## src/rtl/unstripe.sv

```systemverilog
// Two-lane to one-stream merger: re-serialises a 2f-held lane pair (lane0 then lane1)
// onto one stream, flags lane-protocol violations and counts emitted words.
//
//  state  | meaning
//  -------+--------------------------------------------------------------
//  IDLE   | sampling lanes every edge; a valid0 pair emits lane0 now
//  SECOND | emitting the captured lane1 word (or a bubble); lanes ignored
module unstripe #(
    parameter int WIDTH = 32,
    parameter int CNT_W = 16
) (
    input  logic             clk_2f,
    input  logic             reset,
    input  logic [WIDTH-1:0] lane0,
    input  logic [WIDTH-1:0] lane1,
    input  logic             valid0,
    input  logic             valid1,
    output logic [WIDTH-1:0] dataOut,
    output logic             validOut,
    output logic             err,
    output logic [CNT_W-1:0] wordCount
);

    typedef enum logic {
        IDLE   = 1'b0,
        SECOND = 1'b1
    } state_t;

    localparam logic [CNT_W-1:0] CNT_MAX = {CNT_W{1'b1}};

    state_t           state_q, state_d;
    logic [WIDTH-1:0] hold1_q, hold1_d;
    logic             hv1_q, hv1_d;
    logic [WIDTH-1:0] data_q, data_d;
    logic             valid_q, valid_d;
    logic             err_q, err_d;
    logic [CNT_W-1:0] cnt_q, cnt_d;
    logic             emit;

    always_ff @(posedge clk_2f) begin
        if (reset) begin
            state_q <= IDLE;
            hold1_q <= '0;
            hv1_q   <= 1'b0;
            data_q  <= '0;
            valid_q <= 1'b0;
            err_q   <= 1'b0;
            cnt_q   <= '0;
        end else begin
            state_q <= state_d;
            hold1_q <= hold1_d;
            hv1_q   <= hv1_d;
            data_q  <= data_d;
            valid_q <= valid_d;
            err_q   <= err_d;
            cnt_q   <= cnt_d;
        end
    end

    // data_d stays zero unless a word is emitted, so the output never shows stale data
    always_comb begin
        state_d = state_q;
        hold1_d = hold1_q;
        hv1_d   = hv1_q;
        data_d  = '0;
        valid_d = 1'b0;
        err_d   = err_q;
        emit    = 1'b0;

        unique case (state_q)
            IDLE: begin
                if (valid0) begin
                    hold1_d = lane1;
                    hv1_d   = valid1;
                    data_d  = lane0;
                    valid_d = 1'b1;
                    emit    = 1'b1;
                    state_d = SECOND;
                end else if (valid1) begin
                    err_d = 1'b1;
                end
            end
            SECOND: begin
                state_d = IDLE;
                if (hv1_q) begin
                    data_d  = hold1_q;
                    valid_d = 1'b1;
                    emit    = 1'b1;
                end
            end
            default: state_d = IDLE;
        endcase

        cnt_d = cnt_q;
        if (emit && (cnt_q != CNT_MAX)) begin
            cnt_d = cnt_q + 1'b1;
        end
    end

    assign dataOut   = data_q;
    assign validOut  = valid_q;
    assign err       = err_q;
    assign wordCount = cnt_q;

endmodule

```

## config.mk

```make
export PLATFORM = sky130hd
export DESIGN_NAME = unstripe
export DESIGN_NICKNAME = d
export VERILOG_FILES = /design/src/rtl/unstripe.sv
export SDC_FILE = /design/constraint.sdc
export NUM_CORES = 1
export LEC_CHECK = 0
export CORE_AREA = 2 2 89 126
export DETAILED_ROUTE_END_ITERATION = 8
export DIE_AREA = 0 0 91 128
export PLACE_DENSITY = 0.58
export SYNTH_ARGS = -nofsm -noshare
export SYNTH_HDL_FRONTEND = slang
export SYNTH_SLANG_ARGS = --single-unit
```

## constraint.sdc

```tcl
create_clock -name clk_2f -period 1.5 [get_ports clk_2f]
set_input_delay 0.3 -clock clk_2f [delete_from_list [all_inputs] [get_ports clk_2f]]
set_output_delay 0.3 -clock clk_2f [all_outputs]
set_load 0.02 [all_outputs]
```

; Word-level counts from Yosys, hierarchy flattened
; Cells that the tools add are included.
[totals]
register_bits = 84
[op_classes]
n_eq_ne = 1
addsub = 1
n_bitwise = 2
muxes = 7
reduce_logical = 3
[ops]
columns = cell, n
row1 = $mux W32, 2
row2 = $pmux W32 S2, 1
row3 = $add A16 B1 Y16 const B, 1
row4 = $ne A16 B16 Y1 const B, 1
row5 = $pmux W1 S2, 2
row6 = $reduce_and A3 Y1, 1
row7 = $mux W1, 2
row8 = $not A1 Y1, 2
row9 = $reduce_and A2 Y1, 1
row10 = $logic_and A1 B1 Y1, 1

; Logic depth before layout (Yosys ltp)
; Gate-level depths: netlist of the first run.
[logic_depth]
word_depth = 3
mapped_depth = 6
ltp_nobuf = 5

; Least setup slack after synthesis of the first run
; OpenSTA, ideal clock, no wires.
[synth_path]
path_kind = reg-to-reg
start = register cnt_q[0] (netlist: wordCount[0])
end = register cnt_q[14] (netlist: wordCount[14])
arrival_time_ns = 1.627
synth_period_minus_slack_ns = 1.751
required_time_ns = 1.377
path_stages_with_launch = 6
setup_ns = 0.123
slack_ns = -0.251
path_buffers = 0
cell_sequence = dfxtp_1 > ha_1 > and3_1 > nand4b_1 > nor4b_1 > mux2_1
[synth_between]
elab_chain_len = 2
[synth_lines]
columns = item, line_no
row1 = start: declaration, 37  ; logic [CNT_W-1:0] cnt_q, cnt_d;
row2 = start signal: assignment, 56  ; cnt_q <= cnt_d;
row3 = branches (longest 2 deep; another with $add A16 B1 Y16), -
; Parallel ways; which one is timed is not known.
; A chain may end at the register's enable or synchronous reset.

; Worst setup path in the final report of the first run
[layout_path]
start = register cnt_q[1] (netlist: wordCount[1])
end = register cnt_q[13] (netlist: wordCount[13])
; Same word-level chain as after synthesis.

==> reports/metrics.yaml, run 1 <==
synth_common_cells: "dfxtp_1 (84), nand2_1 (68), a21oi_1 (46)"
internal-power_w: 0.004096
grt_pass1_vias: 3030
status: "complete, but fails checks"
finalSetupTns_ps: -665.9
fin_crit_sh_pct: 108.5
synth.most_common_cell: "dfxtp_1"
multi_input_area_sq_mm: 0.001425
synth_cell_types: 34
min_path_cells: 2
startpoint_type: "flop"
yosys_warnings: 0
final.min_clock_period_ps: 1627
dieArea_sq_mm: 0.01165
p_leak_nw: 2.147
ys.flop_type: "dfxtp_1"
place_area_sq_mm: 0.004803
start_util_pct: 29.16
finalSetupViolCount: 9
async_reset_ff_share_pct: 0
die_y_um: 128
hpwl_mm: 6.429
drc: 0
drive_above_1_share_pct: 20.24
syn_area_per_cell_sq_um: 8.622
cp.required_ps: 1760
pwr-share-seq_pct: 44.6
slew_headroom_pct: 74.91
drv_slew: 0
switching_power_w: 0.001188
postLayoutCoreUtil_pct: 48.87
ctsHoldBuffers: 0
vias: 3038
worst_r2r_path_depth: 7
fill_cells: 1056
antennaDiodeCount: 0
crit_chain: "ha_4 > nand3_4 > nor4_4 > buf_4 > buf_6 > or4_1 > a21oi_1"
reg2reg_from: "wordCount[1]"
finalHoldViolCount: 0
vias_per_cell: 4.674
synth_seq_area_share_pct: 54.48
rsz0062_at_grt: "yes"
worstMarginPinSlew_ps: 376.3
worstReg2RegEnd: "wordCount[13]"
min_path_type: "input pin to flop"
worstHoldStart: "reset"
setup.worst_path.end_class: "flop"
critical_path_arrival_ps: 1890
cap_violations: 0
grt-ovfl-total: 0
postSynthCellCount: 358
sw_frac_of_total_pct: 22.49
final_cell_area_sq_mm: 0.005172
gp_congestion: 0.7799
dr.pass1.iters: 4
final_nets: 574
synth_edf_count: 0
routed_wl_mm: 9.011
seq_area_sq_mm: 0.001719
max_freq_mhz: 614.7
core_sq_mm: 0.01059
place_inst: 631
die_w_um: 91
synthTopCellsByArea: "dfxtp_1 (54%), nand2_1 (8.3%), a22oi_1 (7.8%)"
cts.reportedPaths.clkPinSlew_ps: 60
root_buffer: "clkbuf_16"
slowest_delay_ps: 460
violations: "negative setup slack"
fin_ws_ps: -126.9
cts_tree: "done"
critPathMaxFanout: 8
routedWlPerCell_um: 13.86
yosysTopAreaCell: "dfxtp_1"
row_count: 45
p_clk_share_pct: 43.9
netlist_area_sq_mm: 0.003087
power.density_mw_per_mm2: 1022
ant_nets: 0
ys_seq_elements: 84
fin_cells: 650
critPathKind: "flop to flop"
p_comb_share_pct: 11.5
yosysTopAreaCellShare_pct: 54.48
grt_pass1_wl_mm: 14.67
io_pins: 118
crit_slowest_cell: "or4_1"
rrSetupSlack_ps: -130
clock-sinks: 84
antenna_found_initial: 0
synth.net_count: 427
syn2layout_area_growth_pct: 67.57
htree_num_levels: 3
io_buffers: 117
insertion_delay_ps: 330
cts_buffer_depth: 2
grt_max_degree: 49
fin_worst_skew_ps: 4.069
globalRouteTotalUtil_pct: 15.81
cts_made_buffers: 9
irDropWorstVdd_mv: 0.5065
dr.first_iter.drc_count: 97
holdPathEnd: "wordCount[11]"
[worst max-delay path: cells and delay by family (launching register included)]
kind	cells	cell delay (ps)
buffers and inverters	2	290
AOI/OAI and AO/OA	1	140
adders and majority gates	1	170
DFF	1	360
and+or+nand+nor	3	600
[metrics by stage]
step / hold WS, ps / worst slack, ps / power [W]
6_report: 360.3 / -126.9 / 0.005285
5_1_grt: 366.1 / -172.2 / 0.005525
4_1_cts: 347.5 / -161.9 / 0.005369
3_5_place_dp: 446.6 / -575.8 / 0.003047
3_3_place_gp: 442.4 / -538.0 / 0.003040
2_1_floorplan: 436.0 / -56.48 / 0.002667
[cell usage in the layout, fill, tap and decap left out, types with 6 or more instances in the layout]
cell / n
a21oi_1: 41
a22oi_1: 32
buf_12: 6
buf_4: 38
clkbuf_16: 9
clkdlybuf4s50_1: 65
dfxtp_1: 70
dfxtp_2: 6
dfxtp_4: 8
dlygate4sd2_1: 50
nand2_1: 68
nand4_1: 6
nor2_1: 40
[registers in the layout, summed over array words and instances, names as in the netlist]
signal	flops
hold1_q	32
wordCount	16
dataOut	32
validOut	1
state_q	1
err	1
hv1_q	1
[worst max path at each step]
stage / endpoint / from / cells after the start
finish: wordCount[13] / wordCount[1] / 7
global route: wordCount[14] / wordCount[1] / 5
detailed placement: wordCount[11] / valid0 / 5
floorplan: wordCount[9] / state_q / 5
global placement: wordCount[11] / valid0 / 5
CTS: wordCount[11] / wordCount[1] / 7
[metal layers]
metal  GRT usage (%)  part of all wire [%]  vias to the layer above
li1                -                     -                     1544
met1           17.91                    41                     1422
met2           28.85                    54                       64
met3           3.292                   3.8                        8
met4           6.239                   1.4                        0
met5               0                     0                        -
[final cells by class]
cell class | count | share of cell area (%)
Clock inverter | 6 | 1.717
Inverter | 3 | 0.2177
Sequential cell | 84 | 33.24
Timing Repair Buffer | 163 | 29.51
Clock buffer | 9 | 4.354
Tap cell | 141 | 3.411
Multi-Input combinational cell | 244 | 27.55
[power by group through the flow]
stage	registers (W)	logic (W)	clock network, W
2_1_floorplan	0.00246	0.000209	0
3_3_place_gp	0.00241	0.000634	0
3_5_place_dp	0.00241	0.000638	0
4_1_cts	0.00236	0.000612	0.00240
5_1_grt	0.00237	0.000664	0.00249
6_report	0.00236	0.000608	0.00232
[cell families (layout without fill, tap and decap cells)]
logic type	count (synthesis)	in the layout	share of synthesized area, %
AOI/OAI and AO/OA	93	93	18.48
and+or+nand+nor	146	146	21.48
buffers and inverters	30	181	3.729
muxes	4	4	1.419
DFF	84	84	54.48
adders and majority gates	1	1	0.4053
[timing repair]
action | CTS | global route
buffers inserted | 3 | 1
setup endpoints to repair | 63 | 15
gates resized for setup | 60 | 17
pin swaps | 9 | 13
Note: power is estimated with default switching activity, not from simulation.
==> inputs of run 2 (changes only) <==
Settings changed: CTS_CLUSTER_DIAMETER set to 120.
==> results of run 2 <==
The final DEF is identical to that of run 1; final timing and power are the same.
==> inputs of run 3 (changes only) <==
Settings changed: CORE_AREA 2 2 89 126 to 2 2 97 137, DIE_AREA 0 0 91 128 to 0 0 99 139, PLACE_DENSITY 0.58 to 0.51.
==> run 3 against run 2 <==
Compared with the run above:
- the flow still finishes with violations (negative setup slack)
- first-iteration DRC count is 5.2% lower
- clock-buffer cell count increased by 4
- maximum frequency is 0.51% higher
- register-to-register slack is essentially flat
- critical path type unchanged
==> reports/metrics.yaml, run 3 (same netlist as run 1, synthesis figures left out) <==
status: "complete, but fails checks"
violations: "negative setup slack"
final_cell_mix: "dfxtp_1 (69), nand2_1 (68), clkdlybuf4s50_1 (65), dlygate4sd2_1 (48), a21oi_1 (45)"
io_buffers: 117  # unchanged
critical_path_arrival_ps: 1840  # -50 ps
finalSetupTns_ps: -619.8  # +46.10 ps
critPathMaxFanout: 3  # -5
hpwl_mm: 6.672  # +3.8%
worstMarginPinSlew_ps: 398.7  # +22.38 ps
grt_pass1_vias: 3107  # +2.5%
row_count: 49  # +8.9%
globalRouteTotalUtil_pct: 13.95  # -1.9 points
place_inst: 645  # +2.2%
internal-power_w: 0.003907  # -4.6%
routed_wl_mm: 9.500  # +5.4%
pwr-share-seq_pct: 46.0  # +1.4 points
dr.pass1.iters: 5  # +1
timing.hold.ws_ps: 333.0  # -27.22 ps
routedWlPerCell_um: 14.20  # +2.4%
dr.first_iter.drc_count: 92  # -5.2%
mostFrequentLayoutCell: "dfxtp_1"
startpoint_type: "flop"
finalSetupViolCount: 8  # -1
min_path_type: "input pin to flop"
p_comb_share_pct: 12.0  # +0.5 points
ant_nets: 0  # unchanged
power.density_mw_per_mm2: 989.1  # -3.2%
io_pins: 118  # unchanged
syn2layout_area_growth_pct: 67.73  # about the same
die_y_um: 139  # +8.6%
drc: 0  # unchanged
max_freq_mhz: 617.8  # +0.51%
gp_congestion: 0.8084  # +3.7%
clock-sinks: 84  # unchanged
die_w_um: 99  # +8.8%
final_nets: 580  # +1.0%
fin_worst_skew_ps: 5.715  # +1.646 ps
final.min_clock_period_ps: 1619  # -8.290 ps
slew_headroom_pct: 73.42  # -1.5 points
antenna_found_initial: 0  # unchanged
fill_cells: 1292  # +22%
drv_slew: 0  # unchanged
vias_per_cell: 4.656  # -0.38%
fin_cells: 669  # +2.9%
irDropWorstVdd_mv: 0.4430  # -13%
vias: 3115  # +2.5%
cap_violations: 0  # unchanged
p_clk_share_pct: 42.0  # -1.9 points
cts_tree: "done"
p_leak_nw: 2.172  # +1.1%
start_util_pct: 24.56  # -4.6 points
grt-ovfl-total: 0  # unchanged
grt_pass1_wl_mm: 15.34  # +4.6%
sw_frac_of_total_pct: 23.70  # +1.2 points
place_ws_ps: -579.8  # -3.933 ps
fin_ws_ps: -118.6  # +8.290 ps
cts_buffer_depth: 2  # unchanged
antennaDiodeCount: 0  # unchanged
root_buffer: "clkbuf_16"
htree_num_levels: 3  # unchanged
cp.required_ps: 1720  # -40 ps
cts.reportedPaths.clkPinSlew_ps: 60  # about the same
cts_made_buffers: 9  # unchanged
core_sq_mm: 0.01257  # +19%
finalHoldViolCount: 0  # unchanged
setup.worst_path.end_class: "flop"
rsz0062_at_grt: "yes"
insertion_delay_ps: 340  # about the same
critPathKind: "flop to flop"
drive_above_1_share_pct: 19.38  # -0.86 points
p_total_w: 0.005121  # -3.1%
grt_max_degree: 39  # -20%
fin_crit_sh_pct: 107.9  # -0.55 points
dieArea_sq_mm: 0.01376  # +18%
switching_power_w: 0.001214  # +2.1%
run 3: cell types whose count changed in the layout (fill, tap and decap cells not counted), sizes merged:
| cell | delta |
|---|---|
| clkdlybuf4s15 | +1 |
| clkbuf | +4 |
| bufinv | -2 |
| dlygate4sd2 | -2 |
| buf | +7 |
| inv | -1 |
run 3: final cells by class:
type	count	area, sq um	share of cell area (%)
timing repair buffer	169	1546	29.87
clock inverter	3	18.77	0.3625
tap	153	191.4	3.697
multi-input combinational	244	1418	27.38
clock buffer	13	271.5	5.244
inverter	3	11.26	0.2175
sequential	84	1720	33.23
run 3: critical path: stages, from the launching register on:
cell and delay [ps]:
dfxtp_4 360, ha_4 160, and3_4 180, nand4b_1 160, nor4b_2 310, mux2_1 340
run 3: path summary, 6_finish.rpt:
| check | startpoint | to | slack (ps) | depth (start not counted) |
|---|---|---|---|---|
| hold reg to reg | hold1_q[25] | hold1_q[25] | 450 | 2 |
| setup reg to reg | wordCount[1] | wordCount[14] | -120 | 5 |
| setup / recovery | wordCount[1] | wordCount[14] | -120 | 5 |
| hold / removal | reset | wordCount[7] | 330 | 2 |
run 3: per-stage QoR:
| step | cell area, sq um | util (%) |
|---|---|---|
| 2_1_floorplan | 3177 | - |
| 3_5_place_dp | 4796 | 38.16 |
| 5_1_grt | 5177 | 41.19 |
| 4_1_cts | 5084 | 40.45 |
| 3_3_place_gp | 4796 | 38.16 |
| 6_report | 5177 | 41.19 |
run 3: power groups by stage:
stage | Sequential (W) | Combinational [W] | Clock [W]
after floorplan | 0.00246 | 0.000209 | 0
after global placement | 0.00241 | 0.000626 | 0
after detailed placement | 0.00241 | 0.000634 | 0
after CTS | 0.00236 | 0.000617 | 0.00222
after global routing | 0.00237 | 0.000672 | 0.00232
final | 0.00236 | 0.000612 | 0.00215
run 3: metal layers:
metal,global-route usage (%),part of all wire (%)
met5,0,0
met4,6.561,2.4
met1,15.91,41
met2,23.93,51
met3,3.730,4.8
run 3: timing repair:
| action | 4_1_cts | 5_1_grt |
|---|---|---|
| cloned | 0 | 0 |
| hold buffers | 0 | 0 |
| buffers inserted | 8 | 4 |
| resized for setup | 64 | 15 |
| setup endpoints to repair | 63 | 17 |
| hold endpoints to repair | 0 | 0 |
| pin swaps | 12 | 14 |
